==> config.mk <==
export PLATFORM = sky130hd
export DESIGN_NAME = wb_commit_flat
export DESIGN_NICKNAME = d
export VERILOG_FILES = /design/src/rtl/wb_commit_if.sv /design/src/rtl/wb_commit.sv /design/src/flat_wrapper.sv
export SDC_FILE = /design/constraint.sdc
export NUM_CORES = 1
export LEC_CHECK = 0
export CAP_MARGIN = 5
export CORE_MARGIN = 2
export CORE_UTILIZATION = 47
export DETAILED_ROUTE_END_ITERATION = 10
export PLACE_DENSITY_LB_ADDON = 0.1
export REMOVE_ABC_BUFFERS = 1
export SYNTH_ARGS = -nofsm -noshare
export SYNTH_HDL_FRONTEND = slang
export SYNTH_SLANG_ARGS = --single-unit
export TNS_END_PERCENT = 50
==> constraint.sdc <==
create_clock -name clk -period 5.2 [get_ports clk]
set_input_delay 1.3 -clock clk [delete_from_list [all_inputs] [get_ports clk]]
set_output_delay 1.3 -clock clk [all_outputs]
set_load 0.03 [all_outputs]
==> src/rtl/wb_commit_if.sv <==
// Result, load-issue, operand-query and register-file write signals of the writeback commit unit.
// The master modport is the EXU/LSU/decode side; the slave modport is wb_commit.
interface wb_commit_if #(
    parameter int unsigned XLEN = 64
) ();
    logic            alu_valid;
    logic            alu_ready;
    logic [4:0]      alu_rd;
    logic [XLEN-1:0] alu_data;

    logic            lsu_valid;
    logic            lsu_ready;
    logic [4:0]      lsu_rd;
    logic [XLEN-1:0] lsu_data;

    logic            ld_issue_valid;
    logic [4:0]      ld_issue_rd;

    logic [4:0]      query_rs1;
    logic [4:0]      query_rs2;
    logic            rs1_busy;
    logic            rs2_busy;

    logic            register_write_enable;
    logic [4:0]      register_write_addr;
    logic [XLEN-1:0] register_write_data;
    logic [31:0]     retire_count;

    modport master (
        output alu_valid, alu_rd, alu_data,
        output lsu_valid, lsu_rd, lsu_data,
        output ld_issue_valid, ld_issue_rd,
        output query_rs1, query_rs2,
        input  alu_ready, lsu_ready, rs1_busy, rs2_busy,
        input  register_write_enable, register_write_addr, register_write_data, retire_count
    );

    modport slave (
        input  alu_valid, alu_rd, alu_data,
        input  lsu_valid, lsu_rd, lsu_data,
        input  ld_issue_valid, ld_issue_rd,
        input  query_rs1, query_rs2,
        output alu_ready, lsu_ready, rs1_busy, rs2_busy,
        output register_write_enable, register_write_addr, register_write_data, retire_count
    );
endinterface

==> src/rtl/wb_commit.sv <==
// Writeback commit: LSU-priority arbitration of ALU and load results into one registered
// register-file write per cycle, plus a load scoreboard for decode operand stalls.
module wb_commit #(
    parameter int unsigned XLEN = 64
) (
    input logic       clk,
    input logic       rst,
    wb_commit_if.slave bus
);
    localparam int unsigned RW   = 5;
    localparam int unsigned NREG = 32;
    localparam int unsigned CW   = 32;

    logic            lsu_ready_c;
    logic            alu_ready_c;
    logic            lsu_xfer_c;
    logic            alu_xfer_c;

    logic            we_q,     we_d;
    logic [RW-1:0]   addr_q,   addr_d;
    logic [XLEN-1:0] data_q,   data_d;
    logic [CW-1:0]   retire_q, retire_d;
    logic [NREG-1:0] busy_q,   busy_d;

    logic            rs1_busy_c;
    logic            rs2_busy_c;

    // Handshake: the load path always wins, so at most one transfer per cycle.
    always_comb begin
        lsu_ready_c = !rst;
        alu_ready_c = !rst && !bus.lsu_valid;
        lsu_xfer_c  = bus.lsu_valid && lsu_ready_c;
        alu_xfer_c  = bus.alu_valid && alu_ready_c;
    end

    // Next write-register, counter and scoreboard state.
    always_comb begin
        we_d     = 1'b0;
        addr_d   = addr_q;
        data_d   = data_q;
        retire_d = retire_q;
        busy_d   = busy_q;

        if (lsu_xfer_c) begin
            we_d              = (bus.lsu_rd != RW'(0));
            addr_d            = bus.lsu_rd;
            data_d            = bus.lsu_data;
            retire_d          = retire_q + CW'(1);
            busy_d[bus.lsu_rd] = 1'b0;
        end else if (alu_xfer_c) begin
            we_d     = (bus.alu_rd != RW'(0));
            addr_d   = bus.alu_rd;
            data_d   = bus.alu_data;
            retire_d = retire_q + CW'(1);
        end

        // Applied after the clear so a same-cycle issue to the same rd leaves it busy.
        if (bus.ld_issue_valid && (bus.ld_issue_rd != RW'(0))) begin
            busy_d[bus.ld_issue_rd] = 1'b1;
        end
        busy_d[0] = 1'b0;
    end

    always_ff @(posedge clk) begin
        if (rst) begin
            we_q     <= 1'b0;
            addr_q   <= '0;
            data_q   <= '0;
            retire_q <= '0;
            busy_q   <= '0;
        end else begin
            we_q     <= we_d;
            addr_q   <= addr_d;
            data_q   <= data_d;
            retire_q <= retire_d;
            busy_q   <= busy_d;
        end
    end

    // An operand stays busy while its committed value still sits in the write register.
    always_comb begin
        rs1_busy_c = (bus.query_rs1 != RW'(0)) &&
                     (busy_q[bus.query_rs1] || (we_q && (addr_q == bus.query_rs1)));
        rs2_busy_c = (bus.query_rs2 != RW'(0)) &&
                     (busy_q[bus.query_rs2] || (we_q && (addr_q == bus.query_rs2)));
    end

    assign bus.lsu_ready             = lsu_ready_c;
    assign bus.alu_ready             = alu_ready_c;
    assign bus.rs1_busy              = rs1_busy_c;
    assign bus.rs2_busy              = rs2_busy_c;
    assign bus.register_write_enable = we_q;
    assign bus.register_write_addr   = addr_q;
    assign bus.register_write_data   = data_q;
    assign bus.retire_count          = retire_q;
endmodule

==> src/flat_wrapper.sv <==
// flat-port wrapper written by rule: the top's interface ports become plain ports
module wb_commit_flat 
#(
    parameter int unsigned XLEN = 64
)
  (clk, rst, bus_alu_valid, bus_alu_rd, bus_alu_data, bus_lsu_valid, bus_lsu_rd, bus_lsu_data, bus_ld_issue_valid, bus_ld_issue_rd, bus_query_rs1, bus_query_rs2, bus_alu_ready, bus_lsu_ready, bus_rs1_busy, bus_rs2_busy, bus_register_write_enable, bus_register_write_addr, bus_register_write_data, bus_retire_count);
  wb_commit_if #(.XLEN(XLEN)) bus_i ();
  input logic clk;
  input logic rst;
  input wire logic [$bits(bus_i.alu_valid)-1:0] bus_alu_valid;
  input wire logic [$bits(bus_i.alu_rd)-1:0] bus_alu_rd;
  input wire logic [$bits(bus_i.alu_data)-1:0] bus_alu_data;
  input wire logic [$bits(bus_i.lsu_valid)-1:0] bus_lsu_valid;
  input wire logic [$bits(bus_i.lsu_rd)-1:0] bus_lsu_rd;
  input wire logic [$bits(bus_i.lsu_data)-1:0] bus_lsu_data;
  input wire logic [$bits(bus_i.ld_issue_valid)-1:0] bus_ld_issue_valid;
  input wire logic [$bits(bus_i.ld_issue_rd)-1:0] bus_ld_issue_rd;
  input wire logic [$bits(bus_i.query_rs1)-1:0] bus_query_rs1;
  input wire logic [$bits(bus_i.query_rs2)-1:0] bus_query_rs2;
  output wire logic [$bits(bus_i.alu_ready)-1:0] bus_alu_ready;
  output wire logic [$bits(bus_i.lsu_ready)-1:0] bus_lsu_ready;
  output wire logic [$bits(bus_i.rs1_busy)-1:0] bus_rs1_busy;
  output wire logic [$bits(bus_i.rs2_busy)-1:0] bus_rs2_busy;
  output wire logic [$bits(bus_i.register_write_enable)-1:0] bus_register_write_enable;
  output wire logic [$bits(bus_i.register_write_addr)-1:0] bus_register_write_addr;
  output wire logic [$bits(bus_i.register_write_data)-1:0] bus_register_write_data;
  output wire logic [$bits(bus_i.retire_count)-1:0] bus_retire_count;
  assign bus_i.alu_valid = bus_alu_valid;
  assign bus_i.alu_rd = bus_alu_rd;
  assign bus_i.alu_data = bus_alu_data;
  assign bus_i.lsu_valid = bus_lsu_valid;
  assign bus_i.lsu_rd = bus_lsu_rd;
  assign bus_i.lsu_data = bus_lsu_data;
  assign bus_i.ld_issue_valid = bus_ld_issue_valid;
  assign bus_i.ld_issue_rd = bus_ld_issue_rd;
  assign bus_i.query_rs1 = bus_query_rs1;
  assign bus_i.query_rs2 = bus_query_rs2;
  assign bus_alu_ready = bus_i.alu_ready;
  assign bus_lsu_ready = bus_i.lsu_ready;
  assign bus_rs1_busy = bus_i.rs1_busy;
  assign bus_rs2_busy = bus_i.rs2_busy;
  assign bus_register_write_enable = bus_i.register_write_enable;
  assign bus_register_write_addr = bus_i.register_write_addr;
  assign bus_register_write_data = bus_i.register_write_data;
  assign bus_retire_count = bus_i.retire_count;
  wb_commit #(.XLEN(XLEN)) u_core (.clk(clk), .rst(rst), .bus(bus_i));
endmodule
After elaboration in Yosys (flattened, before gate mapping)
Index checks and enable logic that the tools add are counted.
{"block": "op_classes", "order_cmp": 6, "bitwise": 3, "n_eq_ne": 2, "add_sub_neg": 1, "reduce_logical": 20, "n_mux": 18}
{"operator": "$mux 32", "n": 4}
{"operator": "$mux 64", "n": 2}
{"operator": "$add 32x1->32 const B", "n": 1}
{"operator": "$and 32x32->32", "n": 1}
{"operator": "$not 32->32", "n": 1}
{"operator": "$or 32x32->32", "n": 1}
{"operator": "$reduce_bool 5->1", "n": 5}
{"operator": "$lt 5x6->1 const B", "n": 4}
{"operator": "$bmux 1 s5", "n": 2}
{"operator": "$demux 1 s5", "n": 2}
{"operator": "$eq 5x5->1", "n": 2}
{"operator": "$ge 5x1->1 const B", "n": 2}
{"operator": "$logic_and 1x1->1", "n": 10}
{"operator": "$mux 5", "n": 2}
{"operator": "$mux 1", "n": 6}
{"operator": "$logic_not 1->1", "n": 2}
{"operator": "$logic_or 1x1->1", "n": 2}
{"operator": "$reduce_bool 2->1", "n": 1}
{"block": "word_totals", "wordCells": 56, "regBits": 134, "out_inout_bits": 106}

Depth between registers and ports, before layout
{"block": "depth", "depth_word": 9, "depth_mapped": 7}

Least setup slack after synthesis
Ideal clock, no wire load.
{"block": "synth_path", "kind": "input port to output port", "from": "input port bus_query_rs2[1]", "to": "output port bus_rs2_busy", "required_time_ns": 3.900, "path_buffers": 1, "cell_stages": 6, "slack_ns": 0.912, "arrival_time_ns": 2.988, "cell_sequence": "clkbuf_1 > mux4_2 > inv_1 > a221oi_1 > a2111oi_0 > a211oi_1"}
{"block": "synth_between", "elab_chain_cells": 4}
{"element": "start, declared", "line_no": "flat_wrapper.sv:19", "source": "input wire logic [$bits(bus_i.query_rs2)-1:0] bus_query_rs2;"}
{"element": "$bmux 1 s5 or $eq 5x5->1 (tied branches)", "line_no": "wb_commit.sv:85", "source": "(busy_q[bus.query_rs2] || (we_q && (addr_q == bus.query_rs2)));"}
{"element": "$mux 1 (not written as such) or $logic_and 1x1->1 (tied branches)", "line_no": "wb_commit.sv:85"}
{"element": "$logic_or 1x1->1", "line_no": "wb_commit.sv:85"}
{"element": "$logic_and 1x1->1 (*)", "line_no": "wb_commit.sv:84", "source": "rs2_busy_c = (bus.query_rs2 != RW'(0)) &&"}
{"element": "end, declared", "line_no": "flat_wrapper.sv:23", "source": "output wire logic [$bits(bus_i.rs2_busy)-1:0] bus_rs2_busy;"}
Every way passes the cells marked *; elsewhere a longest branch is shown, timed or not. The select of a mux whose other input is x is not followed.

Final worst setup path
{"block": "layout_path", "from": "input port bus_query_rs1[0]", "to": "output port bus_rs1_busy"}
{"block": "layout_between", "elab_chain_cells": 4}
{"element": "start, declared", "line_no": "flat_wrapper.sv:18", "source": "input wire logic [$bits(bus_i.query_rs1)-1:0] bus_query_rs1;"}
{"element": "$bmux 1 s5 or $eq 5x5->1 (tied branches)", "line_no": "wb_commit.sv:83", "source": "(busy_q[bus.query_rs1] || (we_q && (addr_q == bus.query_rs1)));"}
{"element": "$mux 1 (not written as such) or $logic_and 1x1->1 (tied branches)", "line_no": "wb_commit.sv:83"}
{"element": "$logic_or 1x1->1", "line_no": "wb_commit.sv:83"}
{"element": "$logic_and 1x1->1 (*)", "line_no": "wb_commit.sv:82", "source": "rs1_busy_c = (bus.query_rs1 != RW'(0)) &&"}
{"element": "end, declared", "line_no": "flat_wrapper.sv:22", "source": "output wire logic [$bits(bus_i.rs1_busy)-1:0] bus_rs1_busy;"}
Marked as above.

==> impl_metrics.csv <==
group,metric,value,unit
status,outcome,"finished, final reports clean",
floorplan,die_h,121.9,um
sta,finalClockSkew,6.703,ps
pwr,ir_drop,0.2439,mV
clocking,cts_tree,"yes",
critical_path,reg2reg_slack,2960,ps
sta,worstMarginPinSlew,1098,ps
finish,syn_to_final_growth,49.70,%
critical_path,max_stage_delay,690,ps
pwr,p_sw_share,26.34,%
synth,avgSynthCellArea,8.414,um2
global_route,antenna_found_initial,0,
critical_path,cp_slowest_cell,"clkdlybuf4s50_1",
sta,fin_crit_sh,94.79,%
pwr,p_comb_share,18.2,%
place,placed_area,0.009236,mm2
pwr,internal_power,1.986,mW
sta,hold_violations,0,
clocking,clkTransAtPathRegs,50,ps
synth,synth_compound_area_share,12.13,%
clocking,clock_sinks,133,
place,gp_congestion,0.9171,
finish,fillers,1100,
run,max_cap_viol_count,0,
hold_path,holdPathEnd,"u_core.busy_q[7]",
drt,drt_iter0_markers,437,
drt,avgRoutedWirePerCell,16.67,um
synth,synth_mux_area_share,17.49,%
sta,tns,0,ps
drt,ant_nets,0,
critical_path,endpoint_kind,"primary output",
finish,drive_above_1_share,6.621,%
critical_path,worst_ep_arrival_time,3630,ps
critical_path,start_kind,"input port",
clocking,clk_latency,420,ps
pwr,seq_power_share,40.4,%
critical_path,crit_fanout,6,
sta,fmaxAchievable,0.2029,GHz
global_route,grt_pass1_vias,6166,
drt,met3_length,1.738,mm
synth,synth_seq_cells,133,
critical_path,crit_family,"buffers and inverters",
critical_path,timing.rr.end,"u_core.bus.retire_count[31]",
place,port_buffers,263,
place,dp_hpwl,14.69,mm
critical_path,path_buf_inv,3,
drt,top_layer,"met4",
pwr,power_density,275.5,mW/mm2
synth,yosysSeqAreaShare,40.73,%
drt,route.met2.wl,9.835,mm
critical_path,ff2ff_path_depth,5,
synth,netlist_instances,777,
sta,setup_ws,271.1,ps
drt,met1Wirelength,8.092,mm
sta,rsz0062_at_grt,"false",
pwr,switching_power,710.2,uW
finish,final_area,0.009787,mm2
clocking,clk_path_buf_depth,2,
drt,viasPerCell,5.332,
floorplan,ios,264,
clocking,cts-root-buf,"clkbuf_16",
critical_path,crit_required,3900,ps
sta,fin_crit,4929,ps
sta,max-slew-margin-rel,26.77,%
synth,synthDistinctLibCells,39,
floorplan,dieArea,0.01487,mm2
pwr,leakage,3.771,nW
synth,synth_top_family_by_area,"simple AND/OR/NAND/NOR gates",
global_route,grt_pass1_wl,31.03,mm
sta,slew_viol_final,0,
synth,syn-cell-area,0.006538,mm2
drt,drt_pass1_iterations,5,
finish,diodes,0,
floorplan,die_width,121.9,um
synth,ys_warn_count,0,
hold_path,hold_depth,2,
synth,synth-xor-area-share,4.689,%
drt,route.detailed.drc,0,
floorplan,initial_core_util,47.65,%
drt,dr_total_vias,6436,
synth,synth_adder_area_share,0.1914,%
critical_path,r2r-start,"u_core.bus.retire_count[2]",
clocking,cts_max_level,4,
place,place_ws,2.885,ps
floorplan,core,0.01372,mm2
synth,synthSimpleGateAreaFrac,20.96,%
clocking,cts_made_buffers,17,
drt,routed_wl,20.12,mm
critical_path,cp_cell_sequence,"dlygate4sd2_1 > buf_4 > nor2b_1 > a221oi_1 > a2111oi_0 > o32ai_1 > a31oi_1 > clkdlybuf4s50_1",
global_route,grt_usage,26.97,%
critical_path,crit_type,"input port to primary output",
global_route,grt_start_max_net_pins,83,
global_route,overflow,0,
pwr,clockPowerShare,41.4,%
sta,finalSetupViolCount,0,
floorplan,rows,43,
finish,nNetsFinal,1173,
hold_path,hold_path.class,"flop to flop",
hold_path,min_from,"u_core.busy_q[7]",
## registers in the layout, indices dropped and copies added, names as in the netlist
signal and flops:
u_core.bus.register_write_addr 5, u_core.bus.register_write_data 64, u_core.bus.register_write_enable 1, u_core.bus.retire_count 32
u_core.busy_q 31
## cells in the final DEF (no fill, tap or decap), drive strengths merged, types with 2 or more instances in the layout
cell,n
a21oi,104
or3,2
a2111oi,2
inv,8
clkinv,6
dlymetal6s2s,2
xor2,17
nor3,11
xnor2,18
o2111ai,2
clkbuf,23
clkinvlp,2
a221oi,2
a211oi,2
nand4,6
nor2,172
clkdlybuf4s50,257
nor2b,2
nand3,14
a31oi,2
or3b,3
nand3b,6
mux2i,76
and3,6
o21ai,35
nor4,12
mux4,15
and2,2
and3b,3
buf,12
nand2,51
and4,4
nor3b,6
mux2,4
dfxtp,133
## worst reg2reg max path: cells and delay by family (launching register included)
family	cells	cell delay [ps]
compound gates	3	580
flops	1	420
simple gates	2	1140
## per-layer routing
layer,GRT usage (%),vias to the layer above
met5,0,-
met4,9.698,0
met3,9.785,33
met2,46.02,249
met1,31.07,2986
li1,-,3168
## worst max-delay path by stage
stage,startpoint,slack [ps],end,cells past startpoint
global placement,bus_query_rs1[0],20,bus_rs1_busy,8
floorplan,bus_query_rs2[0],1170,bus_rs2_busy,5
CTS,bus_query_rs2[0],60,bus_rs2_busy,8
finish,bus_query_rs1[0],270,bus_rs1_busy,8
detailed placement,bus_query_rs1[0],3,bus_rs1_busy,8
global route,bus_query_rs1[0],7,bus_rs1_busy,8
## synthesized netlist by cell type
cell / instances / area, um2
nor2b_1: 2 / 12.51
o32ai_1: 1 / 8.760
and2_1: 2 / 12.51
o2111ai_1: 2 / 17.52
clkbuf_1: 37 / 138.9
and3_1: 6 / 37.54
dfxtp_1: 133 / 2663
and3b_1: 3 / 26.28
o21ai_0: 35 / 175.2
mux2_2: 4 / 45.04
nand3b_1: 6 / 45.04
a2111oi_0: 2 / 17.52
or3_1: 2 / 12.51
buf_6: 1 / 11.26
nand3_1: 14 / 70.07
mux4_2: 15 / 337.8
a31oi_1: 2 / 12.51
and4_1: 4 / 35.03
xor2_1: 17 / 148.9
nor3_1: 10 / 50.05
a211oi_1: 2 / 15.01
ha_1: 1 / 12.51
xnor2_1: 18 / 157.7
nor4_2: 5 / 62.56
or3b_2: 2 / 17.52
nor3b_1: 6 / 45.04
a21oi_1: 104 / 520.5
nand4_1: 6 / 37.54
inv_1: 8 / 30.03
mux2i_1: 76 / 760.7
nor3_4: 1 / 16.27
a31o_2: 1 / 8.760
buf_2: 7 / 35.03
or3b_1: 1 / 8.760
nor2_1: 172 / 645.6
nor4_1: 7 / 43.79
buf_1: 9 / 33.78
nand2_1: 51 / 191.4
a221oi_1: 2 / 17.52
## cell type report
cell class | count | area [um2] | area share (%)
Clock buffer | 23 | 467.9 | 4.781
Clock inverter | 9 | 78.83 | 0.8054
Inverter | 8 | 30.03 | 0.3068
Multi-Input combinational cell | 582 | 3626 | 37.05
Sequential cell | 133 | 2663 | 27.21
Tap cell | 180 | 225.2 | 2.301
Timing Repair Buffer | 272 | 2696 | 27.55
## cells by family (layout without fill, tap and decap cells)
family	after synthesis	count (layout)
muxes	95	95
and+or+nand+nor	300	300
buffers and inverters	62	312
AOI/OAI and AO/OA	151	151
adders and majority gates	1	1
DFF	133	133
xor gates and xnor gates	35	35
## per-stage QoR
stage	instances	power [mW]	utilization, %	hold WS [ps]
detailed placement	1175	1.600	67.32	483.2
global placement	1175	1.597	67.32	484.3
CTS	1207	2.714	71.30	490.5
finish	1207	2.696	71.34	496.3
floorplan	723	1.307	-	453.6
global route	1207	2.797	71.34	519.4
## power groups by stage
stage | clock [mW] | combinational, mW | sequential [mW]
after global placement | 0 | 0.487 | 1.11
final | 1.12 | 0.490 | 1.09
after CTS | 1.13 | 0.492 | 1.09
after detailed placement | 0 | 0.490 | 1.11
after global routing | 1.18 | 0.526 | 1.09
after floorplan | 0 | 0.127 | 1.18
## what timing repair did
action / 4_1_cts / 5_1_grt
cloned: 0 / 0
endpoints found under the setup margin: 1 / 2
buffers inserted: 0 / 0
endpoints found under the hold margin: 0 / 0
gates resized for setup: 1 / 2
pin swaps: 0 / 0
hold buffers: 0 / 0
Power figures use the tool's default switching activity.
==> variant 1, RTL diff (config.mk and constraints unchanged) <==
`XLEN` is set to 64 in 3 places; all go to 72.
--- a/src/rtl/wb_commit_if.sv
+++ b/src/rtl/wb_commit_if.sv
@@ -3,3 +3,3 @@
 interface wb_commit_if #(
-    parameter int unsigned XLEN = 64
+    parameter int unsigned XLEN = 72
 ) ();
--- a/src/rtl/wb_commit.sv
+++ b/src/rtl/wb_commit.sv
@@ -3,3 +3,3 @@
 module wb_commit #(
-    parameter int unsigned XLEN = 64
+    parameter int unsigned XLEN = 72
 ) (
--- a/src/flat_wrapper.sv
+++ b/src/flat_wrapper.sv
@@ -3,3 +3,3 @@
 #(
-    parameter int unsigned XLEN = 64
+    parameter int unsigned XLEN = 72
 )
Ports: changed (resized bus_alu_data, bus_lsu_data and bus_register_write_data); port bits go from 264 to 288. The function was not compared with the original's and may differ.
==> variant 1 against the unedited design <==
Cell area grew 5.4%; worst setup slack improved by 0.15 ns; routed wire length grew 11%; total power rose by 3.5%; die area increased by 4.4%; clock skew shrank 0.0017 ns; sequential cell count grew 8; core utilization rose by 0.49 points; synthesized area increased by 4.6%; first-iteration DRC count grew 5.5%; non-clock buffer count grew 27; critical path type unchanged; critical endpoint is now bus_rs2_busy.
==> variant 1: results (changes against the unedited design) <==
- Most frequent cells after synthesis: nor2_1 (180), dfxtp_1 (141), a21oi_1 (123), mux2i_1 (81), nand2_1 (51)
- Largest net degree at the start of global routing: 76 (-8.4%)
- Gp weighted congestion: 0.935 (+1.9%)
- FF-to-FF path depth: 6 (+1)
- Total track usage: 28.7% (+1.8 points)
- Pwr per Cell Area: 270 nW/um^2 (-1.8%)
- Launching point of the worst reg2reg path: u_core.bus.retire_count[0]$_SDFFE_PP0P_
- Max reg flops: 72 (+13%)
- Static Leakage: 3.94 nW (+4.4%)
- Vias in the first global route: 6507 (+5.5%)
- DR vias: 6862 (+6.6%)
- Share of cells above drive strength 1: 5.75% (-0.87 points)
- Switching share of total power: 26.1% (-0.22 points)
- Logic power comb: 0.000539 W (+10%)
- Status: complete, no violations
- HPWL Detailed: 16100 um (+9.4%)
- # fillers: 1185 (+7.7%)
- Area of the multi-input gates: 3740 um^2 (+3.1%)
- Worst Setup SP: bus_query_rs2[0]
- Largest fanout on the critical path: 5 (-1)
- Hold depth: 1 (-1)
- Synth area leaders: dfxtp_1 (41%), mux2i_1 (12%), nor2_1 (9.9%)
- Post-Place Cells: 1250 (+6.4%)
- XOR/XNOR Fraction of Synth Area: 3.46% (-1.2 points)
- Multiplexer share of the synthesized area: 17.5% (-0.033 points)
- Slew @ Worst Pin: 0.971 ns (-0.127 ns)
- RR Endpoint: u_core.bus.retire_count[30]$_SDFFE_PP0P_
- Highest clock rate: 0.209 GHz (+3.2%)
- Post-synthesis compound-gate area fraction: 13.5% (+1.4 points)
- Reg2Reg Setup Slack: 2.80 ns (-0.16 ns)
- Global-route wire length before repair: 35300 um (+14%)
- Seq/Total Area, Yosys: 41.3% (+0.56 points)
- Syn Inst Count: 824 (+6.0%)
- Pre-CTS setup slack: 0.0912 ns (+0.0884 ns)
- CP peak stage delay: 0.58 ns (-0.11 ns)
- Routed WL per cell: 17.5 um (+4.9%)
[variant 1: what timing repair did]
item                                   in CTS  in global routing
setup endpoints to repair                   0                  2
endpoints found under the hold margin       0                  0
resized for setup                           0                  2
hold buffers                                0                  0
buffers inserted                            0                  0
[variant 1: worst min-delay path by stage]
stage                                                   startpoint                                  endpoint
after floorplan                        u_core.busy_q[3]$_SDFF_PP0_               u_core.busy_q[3]$_SDFF_PP0_
after global placement    u_core.bus.retire_count[31]$_SDFFE_PP0P_  u_core.bus.retire_count[31]$_SDFFE_PP0P_
after detailed placement  u_core.bus.retire_count[31]$_SDFFE_PP0P_  u_core.bus.retire_count[31]$_SDFFE_PP0P_
after CTS                 u_core.bus.retire_count[31]$_SDFFE_PP0P_  u_core.bus.retire_count[31]$_SDFFE_PP0P_
after global routing      u_core.bus.retire_count[31]$_SDFFE_PP0P_  u_core.bus.retire_count[31]$_SDFFE_PP0P_
final                     u_core.bus.retire_count[31]$_SDFFE_PP0P_  u_core.bus.retire_count[31]$_SDFFE_PP0P_
[variant 1: cell type report]
cell class	instances	share of cell area (%)
multi-input combinational	614	36.2
timing repair buffer	299	28.7
sequential	141	27.4
clock buffer	28	5.01
tap	184	2.23
inverter	12	0.436
clock inverter	1	0.0485
[variant 1: kinds of logic (layout without fill, tap and decap cells)]
group           Yosys count  in the layout
simple gates            307            307
mux                     100            100
buf+inv                  69            340
flops                   141            141
xor+xnor                 27             27
compound gates          179            179
fa+ha+maj                 1              1
[variant 1: layer usage]
| layer | vias to the layer above | GRT usage (%) | wire length (um) |
|---|---|---|---|
| li1 | 3376 | - | - |
| met1 | 3159 | 37.1 | 9500 |
| met2 | 278 | 44.6 | 10300 |
| met3 | 49 | 7.99 | 1740 |
| met4 | 0 | 13.5 | 796 |
| met5 | - | 0 | 0 |
==> variant 2, RTL diff (config.mk and constraints unchanged) <==
Made on the original files. Reset style: asynchronous (`rst`), changed in one clocked block.
--- a/src/rtl/wb_commit.sv
+++ b/src/rtl/wb_commit.sv
@@ -63,3 +63,3 @@
 
-    always_ff @(posedge clk) begin
+    always_ff @(posedge clk or posedge rst) begin
         if (rst) begin
Check against the original RTL: differs if rst is asserted again (counterexample within 4 cycles, from zero or initial values and one cycle with rst high); with rst held inactive, the same outputs for 4 cycles.
==> variant 2 against the unedited design <==
Routed wire length shrank 0.22%; worst hold slack lost 0.017 ns; sequential cell count is the same; count of clock-buffer cells in the layout shrank 5; critical path depth shrank 1; clock power grew 13%; register-to-register slack gained 0.43 ns; cell area grew 2.4%; clock skew grew 0.0028 ns; synthesized area grew 1.1%; worst setup slack lost 0.013 ns; total power grew 31%; die area grew 1.1%; combinational power grew 88%; critical path type unchanged.
==> variant 2: results (changes against the unedited design) <==
- Fraction of area in multi-input gates: 31.1% (-5.9 points)
- HPWL Detailed: 15300 um (+4.0%)
- Gp weighted congestion: 0.951 (+3.7%)
- Worst Slack Setup Final: 0.258 ns (-0.0134 ns)
- Power Internal: 0.00243 W (+22%)
- Gates resized, CTS repair: 0 (-1)
- Vias in the first global route: 5954 (-3.4%)
- Global-route wire length before repair: 31300 um (+0.75%)
- Critical Path Sink: bus_rs2_busy
- FF-to-FF path depth: 6 (+1)
- Max-Slew Margin vs Limit: 24.7% (-2.1 points)
- Non-clock buffers, area share: 26.9% (-0.66 points)
- Share of cells above drive strength 1: 6.81% (+0.18 points)
- Library cells used by synthesis: 44 (+13%)
- Initial antenna violation count: 1 (+1)
- Flop pwr share: 38.0% (-2.4 points)
- Launching point of the worst reg2reg path: u_core.bus.retire_count[0]$_DFFE_PP0P_
- Clk cell area share: 6.29% (+0.70 points)
- Largest net degree at the start of global routing: 138 (+66%)
- Fin nets: 1057 (-9.9%)
- Inverter count: 5 (-3)
- Routed WL per cell: 18.4 um (+10%)
- # fillers: 1019 (-7.4%)
- VDD IR max: 0.249 mV (+2.3%)
- Seq/Total Area, Yosys: 50.4% (+9.6 points)
- Met2 WL: 10400 um (+6.1%)
- Synth area leaders: dfrtp_1 (50%), mux2i_1 (11%), o21ai_0 (9.3%)
- Port bufs: 263 (unchanged)
- Post-place instance area: 9390 um^2 (+1.7%)
- CP delay by family, top: buffers and inverters
- Final hold slack: 0.479 ns (-0.0169 ns)
- Most common cell after layout, fill and taps aside: clkdlybuf4s50_1
- Hold Path Origin: u_core.bus.register_write_data[43]$_DFFE_PP0P_
- Pre-CTS setup slack: 0.298 ns (+0.295 ns)
- Met1 Wirelength: 7960 um (-1.7%)
- Status: complete, no violations
- RR Endpoint: u_core.bus.retire_count[26]$_DFFE_PP0P_
- Async SR Flop Fraction: 100% (+100 points)
- Initial DRC Count: 331 (-24%)
- Fin area: 10000 um^2 (+2.4%)
- Hold Path End: u_core.bus.register_write_data[43]$_DFFE_PP0P_
- Syn Inst Count: 644 (-17%)
- Grt met1 use: 33.9% (+2.8 points)
- Total track usage: 27.4% (+0.42 points)
- Largest fanout on the critical path: 10 (+4)
- Via density: 5.38 (+0.89%)
- Met3 Use GR: 6.69% (-3.1 points)
- Power after layout: 0.00353 W (+31%)
- CLK BUF: 18 (-22%)
- CTS Buf Count: 17 (unchanged)
- M2 GR Usage: 46.9% (+0.92 points)
- #MultiIn Comb: 471 (-19%)
- DR vias: 5869 (-8.8%)
- Reg2Reg Setup Slack: 3.39 ns (+0.43 ns)
- Top Metal Used: met5
- FF+latch area: 3330 um^2 (+25%)
- Clock skew: 0.00948 ns (+0.00278 ns)
- Worst Setup SP: bus_query_rs2[1]
- CP arrival: 3.64 ns (about the same)
- CP peak stage delay: 0.74 ns (+0.05 ns)
-- variant 2: cell types whose count changed in the layout (fill, tap and decap cells not counted), sizes merged, moves of 6 or more --
| cell | unedited run | this run |
|---|---|---|
| o21ai | 35 | 135 |
| dfrtp | 0 | 133 |
| a21oi | 104 | 5 |
| nor4 | 12 | 3 |
| nand4 | 6 | 13 |
| nor2 | 172 | 20 |
| dfxtp | 133 | 0 |
| xor2 | 17 | 11 |
| xnor2 | 18 | 30 |
| nand2 | 51 | 102 |
| nor3b | 6 | 0 |
-- variant 2: cells by family (layout without fill, tap and decap cells) --
kind of cell	Yosys count	in the layout	share of synthesized area (%)
AOI/OAI and AO/OA	152	152	12.1
muxes	87	87	15.3
buffers and inverters	40	307	2.67
adders and majority gates	1	1	0.189
and+or+nand+nor	190	190	13.9
xor gates and xnor gates	41	41	5.43
DFF	133	133	50.4
-- variant 2: worst min-delay path, stage by stage (launching register included) --
cell,delay [ns]
dfrtp_1,0.34
nand2_1,0.05
o21ai_0,0.06
